<file path="config.mk">
export PLATFORM = sky130hd
export DESIGN_NAME = uart_tx_cfg
export DESIGN_NICKNAME = d
export VERILOG_FILES = /design/src/rtl/uart_pkg.sv /design/src/rtl/uart_tx_fifo.sv /design/src/rtl/uart_tx_cfg.sv
export SDC_FILE = /design/constraint.sdc
export NUM_CORES = 1
export LEC_CHECK = 0
export CORE_MARGIN = 4
export CORE_UTILIZATION = 62
export CTS_CLUSTER_SIZE = 14
export DETAILED_ROUTE_END_ITERATION = 7
export DONT_BUFFER_PORTS = 1
export PLACE_DENSITY_LB_ADDON = 0.1
export SLEW_MARGIN = 30
export SYNTH_ARGS = -nofsm -noshare
export SYNTH_HDL_FRONTEND = slang
export SYNTH_SLANG_ARGS = --single-unit
</file>
<file path="constraint.sdc">
create_clock -name clk -period 3.4 [get_ports clk]
set_clock_uncertainty 0.15 [all_clocks]
set_input_delay 0.51 -clock clk [delete_from_list [all_inputs] [get_ports clk]]
set_output_delay 0.51 -clock clk [all_outputs]
set_load 0.02 [all_outputs]
</file>
<file path="src/rtl/uart_pkg.sv">
// Shared definitions for the configurable UART transmitter.
// Holds the parity-mode encodings used by the PARITY parameter, the
// transmitter FSM state type and a parity helper.
// No ports (package).
package uart_pkg;

  localparam int PAR_NONE = 0;
  localparam int PAR_EVEN = 1;
  localparam int PAR_ODD  = 2;

  typedef enum logic [2:0] {
    ST_IDLE,
    ST_START,
    ST_DATA,
    ST_PAR,
    ST_STOP
  } tx_state_t;

  // Callers zero-extend narrower words, so the unused upper bits do not
  // affect the XOR.
  function automatic logic parity_of(input logic [8:0] word, input int mode);
    logic p;
    p = ^word;
    if (mode == PAR_EVEN) begin
      parity_of = p;
    end else if (mode == PAR_ODD) begin
      parity_of = ~p;
    end else begin
      parity_of = 1'b0;
    end
  endfunction

endpackage

</file>
<file path="src/rtl/uart_tx_fifo.sv">
// Synchronous holding FIFO in front of the UART transmitter.
// Ports:
//   clk, rst            - clock and synchronous active-high reset
//   push, push_data     - write request and data (ignored while full)
//   pop                 - read request (ignored while empty); head advances
//   head                - word at the read pointer (valid when !empty)
//   full, empty, count  - occupancy status
module uart_tx_fifo #(
  parameter int DEPTH = 4,
  parameter int WIDTH = 8
) (
  input  logic                       clk,
  input  logic                       rst,
  input  logic                       push,
  input  logic [WIDTH-1:0]           push_data,
  input  logic                       pop,
  output logic [WIDTH-1:0]           head,
  output logic                       full,
  output logic                       empty,
  output logic [$clog2(DEPTH):0]     count
);

  localparam int AW = $clog2(DEPTH);
  localparam logic [AW:0] FULL_COUNT = (AW + 1)'(DEPTH);
  localparam logic [AW:0] ONE        = (AW + 1)'(1);

  logic [WIDTH-1:0] mem [DEPTH];
  logic [AW-1:0]    wr_ptr;
  logic [AW-1:0]    rd_ptr;
  logic [AW:0]      count_r;
  logic             do_push;
  logic             do_pop;

  assign full    = (count_r == FULL_COUNT);
  assign empty   = (count_r == '0);
  assign count   = count_r;
  assign head    = mem[rd_ptr];
  assign do_push = push & ~full;
  assign do_pop  = pop & ~empty;

  // Pointers are exactly AW bits wide, so they wrap modulo DEPTH for free.
  // A simultaneous push and pop leaves the occupancy unchanged.
  always_ff @(posedge clk) begin
    if (rst) begin
      wr_ptr  <= '0;
      rd_ptr  <= '0;
      count_r <= '0;
    end else begin
      if (do_push) wr_ptr <= wr_ptr + 1'b1;
      if (do_pop)  rd_ptr <= rd_ptr + 1'b1;
      case ({do_push, do_pop})
        2'b10:   count_r <= count_r + ONE;
        2'b01:   count_r <= count_r - ONE;
        default: count_r <= count_r;
      endcase
    end
  end

  // Storage needs no reset: an entry is only read after it was written.
  always_ff @(posedge clk) begin
    if (do_push) mem[wr_ptr] <= push_data;
  end

endmodule

</file>
<file path="src/rtl/uart_tx_cfg.sv">
// Configurable UART transmitter with a small holding FIFO.
// Frame: start bit (0), DATA_BITS data bits LSB first, optional parity,
// STOP_BITS stop bits (1); every bit lasts CLK_HZ/BAUD_RATE clocks.
// Ports:
//   clk, rst    - clock and synchronous active-high reset
//   tx_valid    - producer offers tx_data
//   tx_data     - payload word
//   tx_ready    - FIFO can accept a word (low while full or in reset)
//   txd         - registered serial line, idle high
//   tx_busy     - a frame is on the line or words are waiting
//   fifo_count  - current FIFO occupancy
module uart_tx_cfg #(
  parameter int CLK_HZ     = 50_000_000,
  parameter int BAUD_RATE  = 115_200,
  parameter int DATA_BITS  = 8,
  parameter int PARITY     = 0,
  parameter int STOP_BITS  = 1,
  parameter int FIFO_DEPTH = 4
) (
  input  logic                          clk,
  input  logic                          rst,
  input  logic                          tx_valid,
  input  logic [DATA_BITS-1:0]          tx_data,
  output logic                          tx_ready,
  output logic                          txd,
  output logic                          tx_busy,
  output logic [$clog2(FIFO_DEPTH):0]   fifo_count
);

  import uart_pkg::*;

  localparam int CLKS_PER_BIT = CLK_HZ / BAUD_RATE;
  localparam int CW = (CLKS_PER_BIT > 1) ? $clog2(CLKS_PER_BIT) : 1;
  localparam logic [CW-1:0] BAUD_LAST = CW'(CLKS_PER_BIT - 1);
  localparam logic [3:0]    DATA_LAST = 4'(DATA_BITS - 1);
  localparam logic [3:0]    STOP_LAST = 4'(STOP_BITS - 1);

  tx_state_t              state;
  tx_state_t              state_next;
  logic [CW-1:0]          baud_cnt;
  logic [3:0]             bit_idx;
  logic                   bit_done;
  logic [DATA_BITS-1:0]   shreg;
  logic                   par_bit;
  logic                   txd_r;
  logic                   txd_next;
  logic                   ready_en;
  logic                   line_active;
  logic                   fifo_push;
  logic                   fifo_pop;
  logic [DATA_BITS-1:0]   fifo_head;
  logic                   fifo_full;
  logic                   fifo_empty;

  // ready_en keeps tx_ready low during reset and lets it rise on the first
  // edge after reset is released.
  assign tx_ready  = ready_en & ~fifo_full;
  assign fifo_push = tx_valid & tx_ready;
  assign bit_done  = (baud_cnt == BAUD_LAST);
  assign txd       = txd_r;
  // txd lags the FSM by one clock, so line_active covers the last stop-bit
  // cycle that is still on the line after the FSM has returned to idle.
  assign tx_busy   = (state != ST_IDLE) | line_active | ~fifo_empty;

  uart_tx_fifo #(
    .DEPTH (FIFO_DEPTH),
    .WIDTH (DATA_BITS)
  ) u_fifo (
    .clk       (clk),
    .rst       (rst),
    .push      (fifo_push),
    .push_data (tx_data),
    .pop       (fifo_pop),
    .head      (fifo_head),
    .full      (fifo_full),
    .empty     (fifo_empty),
    .count     (fifo_count)
  );

  always_ff @(posedge clk) begin
    if (rst) state <= ST_IDLE;
    else     state <= state_next;
  end

  // The last stop bit chains straight into the next start bit when a word
  // is waiting, which keeps back-to-back frames gapless.
  always_comb begin
    state_next = state;
    fifo_pop   = 1'b0;
    case (state)
      ST_IDLE: begin
        if (!fifo_empty) begin
          state_next = ST_START;
          fifo_pop   = 1'b1;
        end
      end
      ST_START: begin
        if (bit_done) state_next = ST_DATA;
      end
      ST_DATA: begin
        if (bit_done && bit_idx == DATA_LAST)
          state_next = (PARITY != PAR_NONE) ? ST_PAR : ST_STOP;
      end
      ST_PAR: begin
        if (bit_done) state_next = ST_STOP;
      end
      ST_STOP: begin
        if (bit_done && bit_idx == STOP_LAST) begin
          if (!fifo_empty) begin
            state_next = ST_START;
            fifo_pop   = 1'b1;
          end else begin
            state_next = ST_IDLE;
          end
        end
      end
      default: state_next = ST_IDLE;
    endcase
  end

  // Baud and bit counters restart on every state entry, so bit timing
  // never accumulates error from one frame to the next.
  always_ff @(posedge clk) begin
    if (rst) begin
      baud_cnt <= '0;
      bit_idx  <= '0;
    end else if (state == ST_IDLE || state_next != state) begin
      baud_cnt <= '0;
      bit_idx  <= '0;
    end else if (bit_done) begin
      baud_cnt <= '0;
      bit_idx  <= bit_idx + 4'd1;
    end else begin
      baud_cnt <= baud_cnt + 1'b1;
    end
  end

  // The word is captured once on pop; parity is computed from that copy so
  // later FIFO traffic cannot disturb the frame in flight.
  always_ff @(posedge clk) begin
    if (rst) begin
      shreg   <= '0;
      par_bit <= 1'b0;
    end else if (fifo_pop) begin
      shreg   <= fifo_head;
      par_bit <= parity_of(9'(fifo_head), PARITY);
    end else if (state == ST_DATA && bit_done) begin
      shreg   <= shreg >> 1;
    end
  end

  always_comb begin
    txd_next = 1'b1;
    case (state)
      ST_START: txd_next = 1'b0;
      ST_DATA:  txd_next = shreg[0];
      ST_PAR:   txd_next = par_bit;
      default:  txd_next = 1'b1;
    endcase
  end

  always_ff @(posedge clk) begin
    if (rst) begin
      txd_r       <= 1'b1;
      ready_en    <= 1'b0;
      line_active <= 1'b0;
    end else begin
      txd_r       <= txd_next;
      ready_en    <= 1'b1;
      line_active <= (state != ST_IDLE);
    end
  end

endmodule

</file>
## Word-level counts from Yosys, hierarchy flattened

Memory sizes are Yosys's and may differ from the RTL's. A register that Yosys moved wholly into a read port is not among the register bits.
Index checks and enable logic that the tools add are counted.

- Bits in registers: 34
- RAM bits: 32
- Bits of input ports: 11
- Logic and storage cells: 67
- Memories kept: 1

- Add/subtract/negate cells: 6
- Eq/ne operators: 10
- Mux-type cells: 19
- Bitwise operators: 8
- Reduce and logical (&&, ||, !) cells: 13

Memories:

| name | words | bits a word | read ports | clocked after Yosys merged registers in | wr ports | RTL line | source |
|---|---|---|---|---|---|---|---|
| u_fifo.mem | 4 | 8 | 1 | 1 | 1 | uart_tx_fifo.sv:27 | `logic [WIDTH-1:0] mem [DEPTH];` |

Operator list:

| kind | number |
|---|---|
| $mux 8 | 2 |
| $mux 3 | 5 |
| $pmux 3 s5 | 1 |
| $add 9x1->9 const B | 1 |
| $eq 9x9->1 const B | 1 |
| $eq 3x2->1 const B | 2 |
| $eq 3x3->1 const B | 2 |
| $logic_not 3->1 | 2 |
| $mux 1 | 6 |
| $pmux 3 s2 | 1 |
| $add 2x1->2 const B | 2 |
| $add 4x1->4 const B | 1 |
| $and 1x1->1 | 4 |
| $eq 4x3->1 const B | 1 |
| $logic_not 4->1 | 1 |
| $mux 2 | 2 |
| $pmux 1 s2 | 2 |
| $reduce_bool 2->1 | 2 |
| $reduce_or 2->1 | 2 |
| $add 3x1->3 const B | 1 |
| $eq 3x1->1 const B | 1 |
| $logic_and 1x1->1 | 3 |
| $ne 3x3->1 | 1 |
| $reduce_bool 3->1 | 1 |
| other kinds (7) | 9 |

## Depth between registers and ports, before layout

Gate-level depths: netlist of run 1.

- Word-level depth: 7
- Depth in mapped cells: 14
- Mapped depth without buffers: 12

## Cells and area by module

A second synthesis of run 1 with hierarchy kept.

- Cell total of the unflattened synthesis: 250
- Area, all modules: 2994.1 um^2

By module, submodules not included:

| module | times used | cells each | area an instance (um^2) | sequential area each (um^2) |
|---|---|---|---|---|
| uart_tx_fifo | 1 | 96 | 1635.3 | 1141.1 |
| uart_tx_cfg | 1 | 154 | 1358.8 | 540.5 |

## Worst setup path after synthesis of run 1

OpenSTA, ideal clock, no wires.

- Kind: reg2reg
- Start: register baud_cnt[0]
- End: register u_fifo.count_r[2], in the netlist u_fifo.count[2]
- Arrival: 2794 ps
- Required time: 3179 ps
- Setup slack: 385 ps
- Stages on the path, launching flop included: 14
- Period minus slack after synthesis: 3015 ps
- Cells stage by stage: dfxtp_1 > ha_1 > and4_1 > buf_1 > a31oi_4 > buf_2 > or2_1 > inv_1 > ha_1 > inv_1 > fa_1 > xor2_1 > or3_1 > a21oi_1

- Word-level cells in the longest chain between the ends: 7

RTL lines:

| item | RTL line | source |
|---|---|---|
| start, declared | uart_tx_cfg.sv:40 | `logic [CW-1:0] baud_cnt;` |
| start signal, assigned | uart_tx_cfg.sv:134 | `baud_cnt <= baud_cnt + 1'b1;` |
| $eq 9x9->1 (*) | uart_tx_cfg.sv:59 | `assign bit_done = (baud_cnt == BAUD_LAST);` |
| $logic_and 1x1->1 (*) | uart_tx_cfg.sv:108 | `if (bit_done && bit_idx == STOP_LAST) begin` |
| $mux 1 (*) | uart_tx_cfg.sv:108 |  |
| $pmux 1 s2 (*) | uart_tx_cfg.sv:90 | `case (state)` |
| $and 1x1->1 (*) | uart_tx_fifo.sv:39 | `assign do_pop = pop & ~empty;` |
| net u_fifo.do_pop | uart_tx_fifo.sv:32 | `logic do_pop;` |
| $eq 2x1->1 or $eq 2x2->1 (tied branches) | uart_tx_fifo.sv:51 | `case ({do_push, do_pop})` |
| $pmux 3 s2 or $reduce_bool 2->1 (tied branches) | - |  |
| end signal, assigned | uart_tx_fifo.sv:52 | `2'b10: count_r <= count_r + ONE;` |
| end signal, assigned | uart_tx_fifo.sv:53 | `2'b01: count_r <= count_r - ONE;` |
| end signal, assigned | uart_tx_fifo.sv:54 | `default: count_r <= count_r;` |
| end, declared | uart_tx_fifo.sv:30 | `logic [AW:0] count_r;` |

The timed path passes the listed nets; every way through them passes the cells marked *.
A chain may end at the register's enable or synchronous reset.

## Worst setup path in the final report of run 1

- Start: register bit_idx[0]
- End: register u_fifo.count_r[2], in the netlist u_fifo.count[2]

- Word-level cells in the longest chain between the ends: 7

RTL lines:

| item | RTL line | source |
|---|---|---|
| start, declared | uart_tx_cfg.sv:41 | `logic [3:0] bit_idx;` |
| start signal, assigned | uart_tx_cfg.sv:132 | `bit_idx <= bit_idx + 4'd1;` |
| $logic_not 4->1 (*) | uart_tx_cfg.sv:108 |  |
| $logic_and 1x1->1 (*) | uart_tx_cfg.sv:108 |  |
| $mux 1 (*) | uart_tx_cfg.sv:108 |  |
| $pmux 1 s2 (*) | uart_tx_cfg.sv:90 |  |
| $and 1x1->1 (*) | uart_tx_fifo.sv:39 |  |
| net u_fifo.do_pop | uart_tx_fifo.sv:32 |  |
| $eq 2x1->1 or $eq 2x2->1 (tied branches) | uart_tx_fifo.sv:51 |  |
| $pmux 3 s2 or $reduce_bool 2->1 (tied branches) | - |  |

Marked as above.

==> results of run 1 <==
area by class of cell:
cell class                      instances  area (um^2)  share of cell area [%]
Inverter                               16         60.1                    1.89
Clock inverter                          5         58.8                    1.85
Timing Repair Buffer                    5         37.5                    1.18
Multi-Input combinational cell        142         1120                    35.3
Clock buffer                           11          153                    4.80
Sequential cell                        68         1680                    52.9
Tap cell                               52         65.1                    2.05
cell families after synthesis:
kind of cell / Yosys count
compound gates: 34
fa+ha+maj: 10
buf+inv: 24
simple gates: 74
mux: 11
xor+xnor: 13
flops: 68
sequential cells by signal, indices dropped and copies added (netlist names), named ones only:
name	flops
state	3
u_fifo.rd_ptr	2
u_fifo.mem	32
baud_cnt	9
bit_idx	4
line_active	1
ready_en	1
shreg	8
u_fifo.count	3
txd	1
u_fifo.wr_ptr	2
synthesized netlist by cell type (2+ instances only):
library cell	number	share of area, %
dfxtp_1	36	25
a2111oi_2	2	1.0
nor2_1	27	3.5
a21boi_0	2	0.52
or3_1	2	0.43
mux2i_1	3	1.0
nand3_1	8	1.4
buf_2	2	0.35
and3_1	6	1.3
a311o_1	3	1.0
edfxtp_1	32	33
mux4_2	8	6.2
nand2_1	8	1.0
nor2b_1	2	0.43
clkbuf_1	5	0.65
xor2_1	6	1.8
o31ai_1	4	1.0
nor3b_1	3	0.78
o21ai_0	4	0.69
inv_1	15	1.9
a21oi_1	11	1.9
ha_1	9	3.9
nor3_1	9	1.6
xnor2_1	7	2.1
cells in the final DEF, fill, tap and decap left out, types with 7 or more instances in the layout:
cell type | Yosys | routed
nand3_1 | 8 | 8
clkbuf_8 | 0 | 9
nor2_1 | 27 | 27
nor3_1 | 9 | 9
ha_1 | 9 | 9
edfxtp_1 | 32 | 32
nand2_1 | 8 | 8
dfxtp_1 | 36 | 36
a21oi_1 | 11 | 11
inv_1 | 15 | 15
mux4_2 | 8 | 8
xnor2_1 | 7 | 7
per-stage QoR:
step	worst slack (ps)	area (um^2)	instances	power (mW)
after floorplan	385	2900	234	1.36
after global placement	610	2970	283	1.43
after detailed placement	440	2970	283	1.45
after CTS	378	3180	299	2.14
after global routing	204	3180	299	2.24
final	390	3180	299	2.13
report_power, final:
group / internal, mW / leakage (nW) / total, mW / switching, mW
Combinational: 0.188 / 0.450 / 0.390 / 0.202
Clock: 0.385 / 0.103 / 0.692 / 0.308
Sequential: 0.949 / 0.584 / 1.05 / 0.0962
Total: 1.52 / 1.14 / 2.13 / 0.606
worst max-delay path, stage by stage, from the launching register on:
cell     delay, ps
dfxtp_1        330
inv_1          100
ha_1           160
nor3b_1        440
a31oi_4        140
or2_1          280
inv_1           80
ha_1           180
inv_1           70
fa_1           380
xor2_1         170
or3_1          310
a21oi_1        150
how the worst min path moves through the flow:
stage	from	endpoint	slack, ps	cells after the start
2_1_floorplan	baud_cnt[0]	baud_cnt[0]	290	1
3_3_place_gp	shreg[5]	shreg[5]	300	2
3_5_place_dp	u_fifo.rd_ptr[1]	register	320	2
4_1_cts	rst	shreg[3]	60	1
5_1_grt	rst	shreg[3]	50	1
6_report	rst	shreg[3]	70	1
layer usage:
layer | part of all wire, % | GRT usage (%) | up-vias
met4 | 2.5 | 11.6 | 0
met3 | 5.1 | 5.44 | 15
li1 | - | - | 868
met1 | 45 | 25.4 | 894
met2 | 47 | 29.3 | 40
met5 | 0 | 0 | -
==> out/results.ini, run 1 <==
[power_and_ir_drop]
ir_worst_vdd_v=0.000485
powerDensity_nw_per_um2=669
leakagePower_nw=1.14

[detailed_routing]
vias=1817
drtIter0Drc=141
via_per_inst=6.08
wl_per_cell_um=17.0
drc=0
drt-total-wl_mm=5.09
final_antenna_net_count=0
firstDrtPassIters=4

[placed_design]
io_buffers=0
dp_hpwl_mm=3.63
gp_congestion=0.898

[worst_setup_path]
end_kind=register
crit_end=u_fifo.count[2]
worstSetupStartpointType=register
reg2reg_slack_ps=390
crit_type=reg2reg
setup.worst_path.start=bit_idx[0]
worstPathRequired_ps=3520
arrival_ps=3140
r2r_cells=12
rr_endpoint=u_fifo.count[2]
path_max_fanout=4
r2r_start=bit_idx[0]

[timing]
period_minus_slack_ps=3010
slew_headroom_pct=64.2
tns_ps=0
hold_ws_ps=69.9
drv_slew=0
rsz0062_at_grt=no
max_freq_mhz=332
final-setup-viol-count=0
hold_violations=0
tightest_slew_ps=536
period_share_pct=88.5

[floorplan]
fp.dieArea_um2=5830
coreArea_um2=4440
rows=24
die_w_um=76.4
start_util_pct=65.2
fp.dieH_um=76.4
ios=17

[global_route]
grt_overflow=0
grt.total_usage_pct=19.6
antenna_found_initial=0
grt_max_degree=21
grt_pass1_wl_mm=8.78
grt_pass1_vias=1836

[synthesis]
synth.net_count=255
synth_edf_count=32
synth_xor_xnor_area_share_pct=3.93
synth_adder_area_share_pct=4.58
synth_ff_type=dfxtp_1
synthMuxAreaShare_pct=7.25
synth_compound_area_share_pct=9.07
synthArstFlopShare_pct=0
ys_ff_latch=68
synth_cell_type_count=44
synth-simple-area-share_pct=13.9
synth_area_um2=2900
syn_inst=234
synth-seq-area-share_pct=58.0
synth_top_family_by_area=simple AND/OR/NAND/NOR gates
ys.warnings.count=0
syn_avg_cell_area_um2=12.4

[cts]
clk_path_buf_depth=2
cts.sinks=68
cts_tree=done
numCtsBuffers=9
ctsHoldBuffers=0
cts_resized=0
post_cts_buffers=0
worstSkewPairLatency_ps=350
clk_pin_slew_ps=70
htree_num_levels=3
cts-root-buf=clkbuf_8

[finish]
fillCellCount=305
diodes=0
drive_above_1_share_pct=13.4
final_util_pct=71.5
final_nets=263
area_growth_pct=9.72

[outcome]
outcome=completed

[hold_path]
hp-class=in2reg

[job]
maxCapViolations=0

Note: power is estimated with default switching activity, not from simulation.
==> run 2, diff against run 1 <==
--- a/config.mk
+++ b/config.mk
@@ -10,7 +10,9 @@
 export CTS_CLUSTER_SIZE = 14
 export DETAILED_ROUTE_END_ITERATION = 7
 export DONT_BUFFER_PORTS = 1
+export MAX_ROUTING_LAYER = met4
 export PLACE_DENSITY_LB_ADDON = 0.1
+export SKIP_LAST_GASP = 1
 export SLEW_MARGIN = 30
 export SYNTH_ARGS = -nofsm -noshare
 export SYNTH_HDL_FRONTEND = slang
==> run 2 against run 1 <==
Sequential power hardly changed. Sequential share of layout area stayed put. Die area is the same. Fmax decreased by 0.11%. Routed wire length down 0.39%. Design area stayed put. Non-clock buffer count did not move. Power decreased by 0.17%. Critical endpoint unchanged.
==> out/results.ini, run 2 (same netlist as run 1, synthesis figures left out) <==
[placed_design]
dp_hpwl_mm=3.63
dp_slack_ps=440
place_inst=283
io_buffers=0
gp_congestion=0.914

[job]
maxCapViolations=0

[worst_setup_path]
worstPathRequired_ps=3520
reg2reg_slack_ps=390
r2r_start=bit_idx[0]
crit_type=reg2reg
r2r_cells=12
rr_endpoint=u_fifo.count[2]
crit_chain=inv_1, ha_1, nor3b_1, a31oi_4, or2_1, inv_1, ha_1, inv_1, fa_1, xor2_1, or3_1, a21oi_1
path_max_fanout=4
cp_slowest_cell=nor3b_1
crit_family=simple AND/OR/NAND/NOR gates
cp.buffers_inverters=3
worstSetupStartpointType=register
end_kind=register
critPathMaxStageDelay_ps=450
path_common_cell=inv_1
arrival_ps=3140

[finish]
largest-register=u_fifo.mem
drive_above_1_share_pct=13.4
largest_reg_flops=32
final_nets=263
area_growth_pct=9.72
diodes=0
mostFrequentLayoutCells=36 x dfxtp_1, 32 x edfxtp_1, 27 x nor2_1, 15 x inv_1, 11 x a21oi_1
reg.largest.list=u_fifo.mem x32, baud_cnt x9, shreg x8
stdcell_count=299
layout_commonest_cell=dfxtp_1

[timing]
drv_slew=0
max_freq_mhz=332
hold_violations=0
final-setup-viol-count=0
rsz0062_at_grt=no
period_share_pct=88.6
tns_ps=0
tightest_slew_ps=518
slew_headroom_pct=65.0
period_minus_slack_ps=3010
finalWorstSetupSlack_ps=386

[cts]
cts_resized=0
cts.sinks=68
clk_pin_slew_ps=70
post_cts_buffers=0
clk_path_buf_depth=2
cts_tree=done
worstSkewPairLatency_ps=350
numCtsBuffers=9
htree_num_levels=3
cts-root-buf=clkbuf_8
ctsHoldBuffers=0

[floorplan]
start_util_pct=65.2
coreArea_um2=4440
ios=17
die_w_um=76.4
fp.dieH_um=76.4
fp.dieArea_um2=5830
rows=24

[global_route]
grt_max_degree=21
grt_overflow=0
grt_pass1_vias=1839
antenna_found_initial=0
grt.total_usage_pct=20.1
grt_pass1_wl_mm=8.76

[hold_path]
min_path_cells=1
holdPathEnd=shreg[3]
hp-start=rst
hp-class=in2reg

[detailed_routing]
final_antenna_net_count=0
drtIter0Drc=122
wl_per_cell_um=17.0
vias=1803
drt-total-wl_mm=5.07
firstDrtPassIters=4
via_per_inst=6.03
drc=0

[power_and_ir_drop]
finalPower_mw=2.12
leakagePower_nw=1.14
powerDensity_nw_per_um2=668
ir_worst_vdd_v=0.000484

[outcome]
outcome=completed

==> run 2: cell counts in the layout (fill, tap and decap cells not counted) <==
Identical to the previous run, type by type.
==> run 2: metrics by stage <==
step           area [um^2]  hold WS [ps]  util, %
2_1_floorplan         2900           291        -
3_3_place_gp          2970           301     66.8
3_5_place_dp          2970           322     66.8
4_1_cts               3180          61.7     71.5
5_1_grt               3180          51.4     71.5
6_report              3180          75.0     71.5
==> run 2: power by group <==
group	internal [mW]	switching [mW]
logic	0.188	0.202
clock network	0.385	0.305
registers	0.949	0.0958
==> run 2: layout make-up <==
| class | count | area, um^2 |
|---|---|---|
| fillers | 305 | 1260 |
| repair buffers | 5 | 37.5 |
| flip-flops and latches | 68 | 1680 |
| clock buffers | 11 | 153 |
| inverters | 16 | 60.1 |
| clock inverters | 5 | 58.8 |
| multi-input cells | 142 | 1120 |
| well taps | 52 | 65.1 |
==> run 2: worst max path at each step <==
stage,cells past startpoint,end,slack [ps],from
floorplan,13,u_fifo.count[2],390,baud_cnt[0]
global placement,12,u_fifo.count[2],610,bit_idx[0]
detailed placement,12,u_fifo.count[2],440,bit_idx[0]
CTS,12,u_fifo.count[2],380,bit_idx[0]
global route,12,u_fifo.count[2],200,bit_idx[0]
finish,12,u_fifo.count[2],390,bit_idx[0]
==> run 2: worst reg2reg max path, cell delays in order (launching register included) <==
cell,delay (ps)
dfxtp_1,330
inv_1,100
ha_1,160
nor3b_1,450
a31oi_4,140
or2_1,280
inv_1,80
ha_1,180
inv_1,70
fa_1,380
xor2_1,170
or3_1,310
a21oi_1,150
==> run 2: per-layer routing <==
layer | global-route usage [%] | wire length (um)
met1 | 25.1 | 2320
met4 | 11.6 | 91
met2 | 29.5 | 2410
met5 | - | 0
met3 | 5.20 | 248
==> patch, RTL diff (config.mk and constraints of run 1) <==
Remove the register `txd_r`: a continuous assignment takes its place, so the output `txd` follows one clock earlier.
--- a/src/rtl/uart_tx_cfg.sv
+++ b/src/rtl/uart_tx_cfg.sv
@@ -163,3 +163,2 @@
     if (rst) begin
-      txd_r       <= 1'b1;
       ready_en    <= 1'b0;
@@ -167,3 +166,2 @@
     end else begin
-      txd_r       <= txd_next;
       ready_en    <= 1'b1;
@@ -173,2 +171,4 @@
 
+  assign txd_r = txd_next;
+
 endmodule
Formal check against the unedited RTL: not equivalent (Yosys sat finds a counterexample within 4 cycles, from zero or initial values and one cycle with rst high).
==> patch against run 1 <==
Power is 5.2% lower. Critical path depth is 2 lower. Fmax down 3.5%. Utilization fell by 0.84 points. Sequential cell count down 1. Worst setup slack worse by 0.11 ns. Synthesized area grew 2.1%. Highest routed layer unchanged. Routed wire length increased by 13%. Cell area fell by 0.51%.
==> patch: results (changes against run 1) <==
metric,value,unit,change
status,completed,,unchanged
regToRegStartpoint,baud_cnt[3]$_SDFF_PP0_,,was bit_idx[0]$_SDFFE_PP0P_
grt_max_degree,20,,was 21
synth_warnings,0,,unchanged
hold_slack,0.0831,ns,was 0.0699 ns
clk_latency,0.34,ns,
hold_path_class,input pin to flop,,unchanged
ir_drop,0.435,mV,was 0.485 mV
crit_start,baud_cnt[3]$_SDFF_PP0_,,was bit_idx[0]$_SDFFE_PP0P_
intPower,1.39,mW,was 1.52 mW
reg_top3,"u_fifo.mem x32, baud_cnt x9, shreg x8",,unchanged
cts_setup_buffers,0,,unchanged
ys_types,49,,was 44
hold_end,shreg[5]$_SDFFE_PP0P_,,was shreg[3]$_SDFFE_PP0P_
p_leak,1.06,nW,was 1.14 nW
drive_above_1_share,0.147,,was 0.134
grt_pass1_wl,9550,um,was 8780 um
vias,1965,,was 1817
grtUsageTotal,0.209,,was 0.196
path_max_fanout,6,,was 4
cts.htree.levels,3,,unchanged
clock_path_buffers,2,,unchanged
synth_top_cells_by_area,"edfxtp_1, dfxtp_1, mux4_2",,unchanged
r2r-end,u_fifo.count[2]$_SDFFE_PP0P_,,unchanged
synth_edf_count,32,,unchanged
slew_violations,0,,unchanged
holdPathStages,1,,unchanged
synthesis.nets,265,,was 255
post-place-ws,0.223,ns,was 0.440 ns
port_buffers,0,,unchanged
antenna_found_initial,0,,unchanged
crit_path_top_delay_cell,or4b_1,,was nor3b_1
worstPathArrival,3.23,ns,was 3.14 ns
place_congestion,0.835,,was 0.898
synth_commonest_cells,"dfxtp_1, edfxtp_1, nor2_1, inv_1, nor3_1",,"was dfxtp_1, edfxtp_1, nor2_1, inv_1, a21oi_1"
worst_pin_slew,0.804,ns,was 0.536 ns
fillCellCount,323,,was 305
r2r_setup_slack,0.28,ns,was 0.39 ns
max_stage_delay,0.71,ns,was 0.44 ns
yosysSeqAreaShare,0.562,,was 0.580
drt_iter0_markers,191,,was 141
hold_start,rst,,unchanged
firstDrtPassIters,4,,unchanged
async_reset_ff_frac,0,,unchanged
avgRoutedWirePerCell,19.1,um,was 17.0 um
hpwl,4080,um,was 3630 um
diodes,0,,unchanged
cts_buffers,9,,unchanged
root_buffer,clkbuf_8,,unchanged
r2r_cells,10,,was 12
clkTransAtPathRegs,0.07,ns,about the same
## patch: changes by cell type in the layout (fill, tap and decap cells not counted), sizes merged, moves of 3 or more
cell | run 1 | this run
a31o | 0 | 3
nand4 | 1 | 4
nor3b | 3 | 0
nor2 | 27 | 21
nor3 | 9 | 14
buf | 5 | 2
a21oi | 11 | 8
## patch: critical path: cells and delay by family (launching register included)
| kind | cells | cell delay, ns |
|---|---|---|
| AND/OR/NAND/NOR | 3 | 1.13 |
| adder cells (fa/ha/maj) | 2 | 0.58 |
| AO/OA/AOI/OAI | 2 | 0.46 |
| flip-flops | 1 | 0.37 |
| XOR/XNOR | 1 | 0.15 |
| buffers and inverters | 2 | 0.20 |
## patch: power by group through the flow
stage               clock [mW]  combinational [mW]  sequential [mW]
detailed placement           0               0.433             1.05
CTS                      0.560               0.436             1.03
floorplan                    0               0.384            0.998
global route             0.597               0.485             1.04
finish                   0.548               0.439             1.03
global placement             0               0.412             1.04
## patch: cell families (layout without fill, tap and decap cells)
family	Yosys count	count (layout)	share of synthesized area
DFF	67	67	0.562
and+or+nand+nor	80	80	0.148
AOI/OAI and AO/OA	37	37	0.105
xor gates and xnor gates	13	13	0.0385
buffers and inverters	27	34	0.0347
adders and majority gates	10	10	0.0448
muxes	10	10	0.0677
## patch: layout make-up
cell class              count  area share
clock buffers              11      0.0415
inverters                  16      0.0190
well taps                  52      0.0206
repair buffers              2     0.00475
flip-flops and latches     67       0.525
clock inverters             5     0.00949
multi-input cells         150       0.379
## patch: what timing repair did
item                                    CTS  global route
endpoints found under the setup margin    0             1
resized for setup                         0             1
hold buffers                              0             0
## patch: how the worst max path moves through the flow
stage	depth (start not counted)	endpoint	slack (ns)
after floorplan	11	u_fifo.count[2]$_SDFFE_PP0P_	0.46
after global placement	10	u_fifo.count[2]$_SDFFE_PP0P_	0.40
after detailed placement	10	u_fifo.count[2]$_SDFFE_PP0P_	0.22
after CTS	10	u_fifo.count[2]$_SDFFE_PP0P_	0.19
after global routing	10	u_fifo.count[2]$_SDFFE_PP0P_	0.13
final	10	u_fifo.count[2]$_SDFFE_PP0P_	0.28
## patch: metal layers
layer	GRT usage	vias up	routed length [um]
met5	0	-	0
met2	0.324	64	2770
met4	0.121	0	156
met1	0.263	973	2530
li1	-	915	-
met3	0.0585	13	318
## patch: stage by stage
stage	power, mW	cells	util	instance area, um2
floorplan	1.38	244	-	2960
global placement	1.45	287	0.670	3000
detailed placement	1.48	287	0.670	3000
CTS	2.03	303	0.706	3160
global route	2.13	303	0.707	3160
finish	2.02	303	0.707	3160
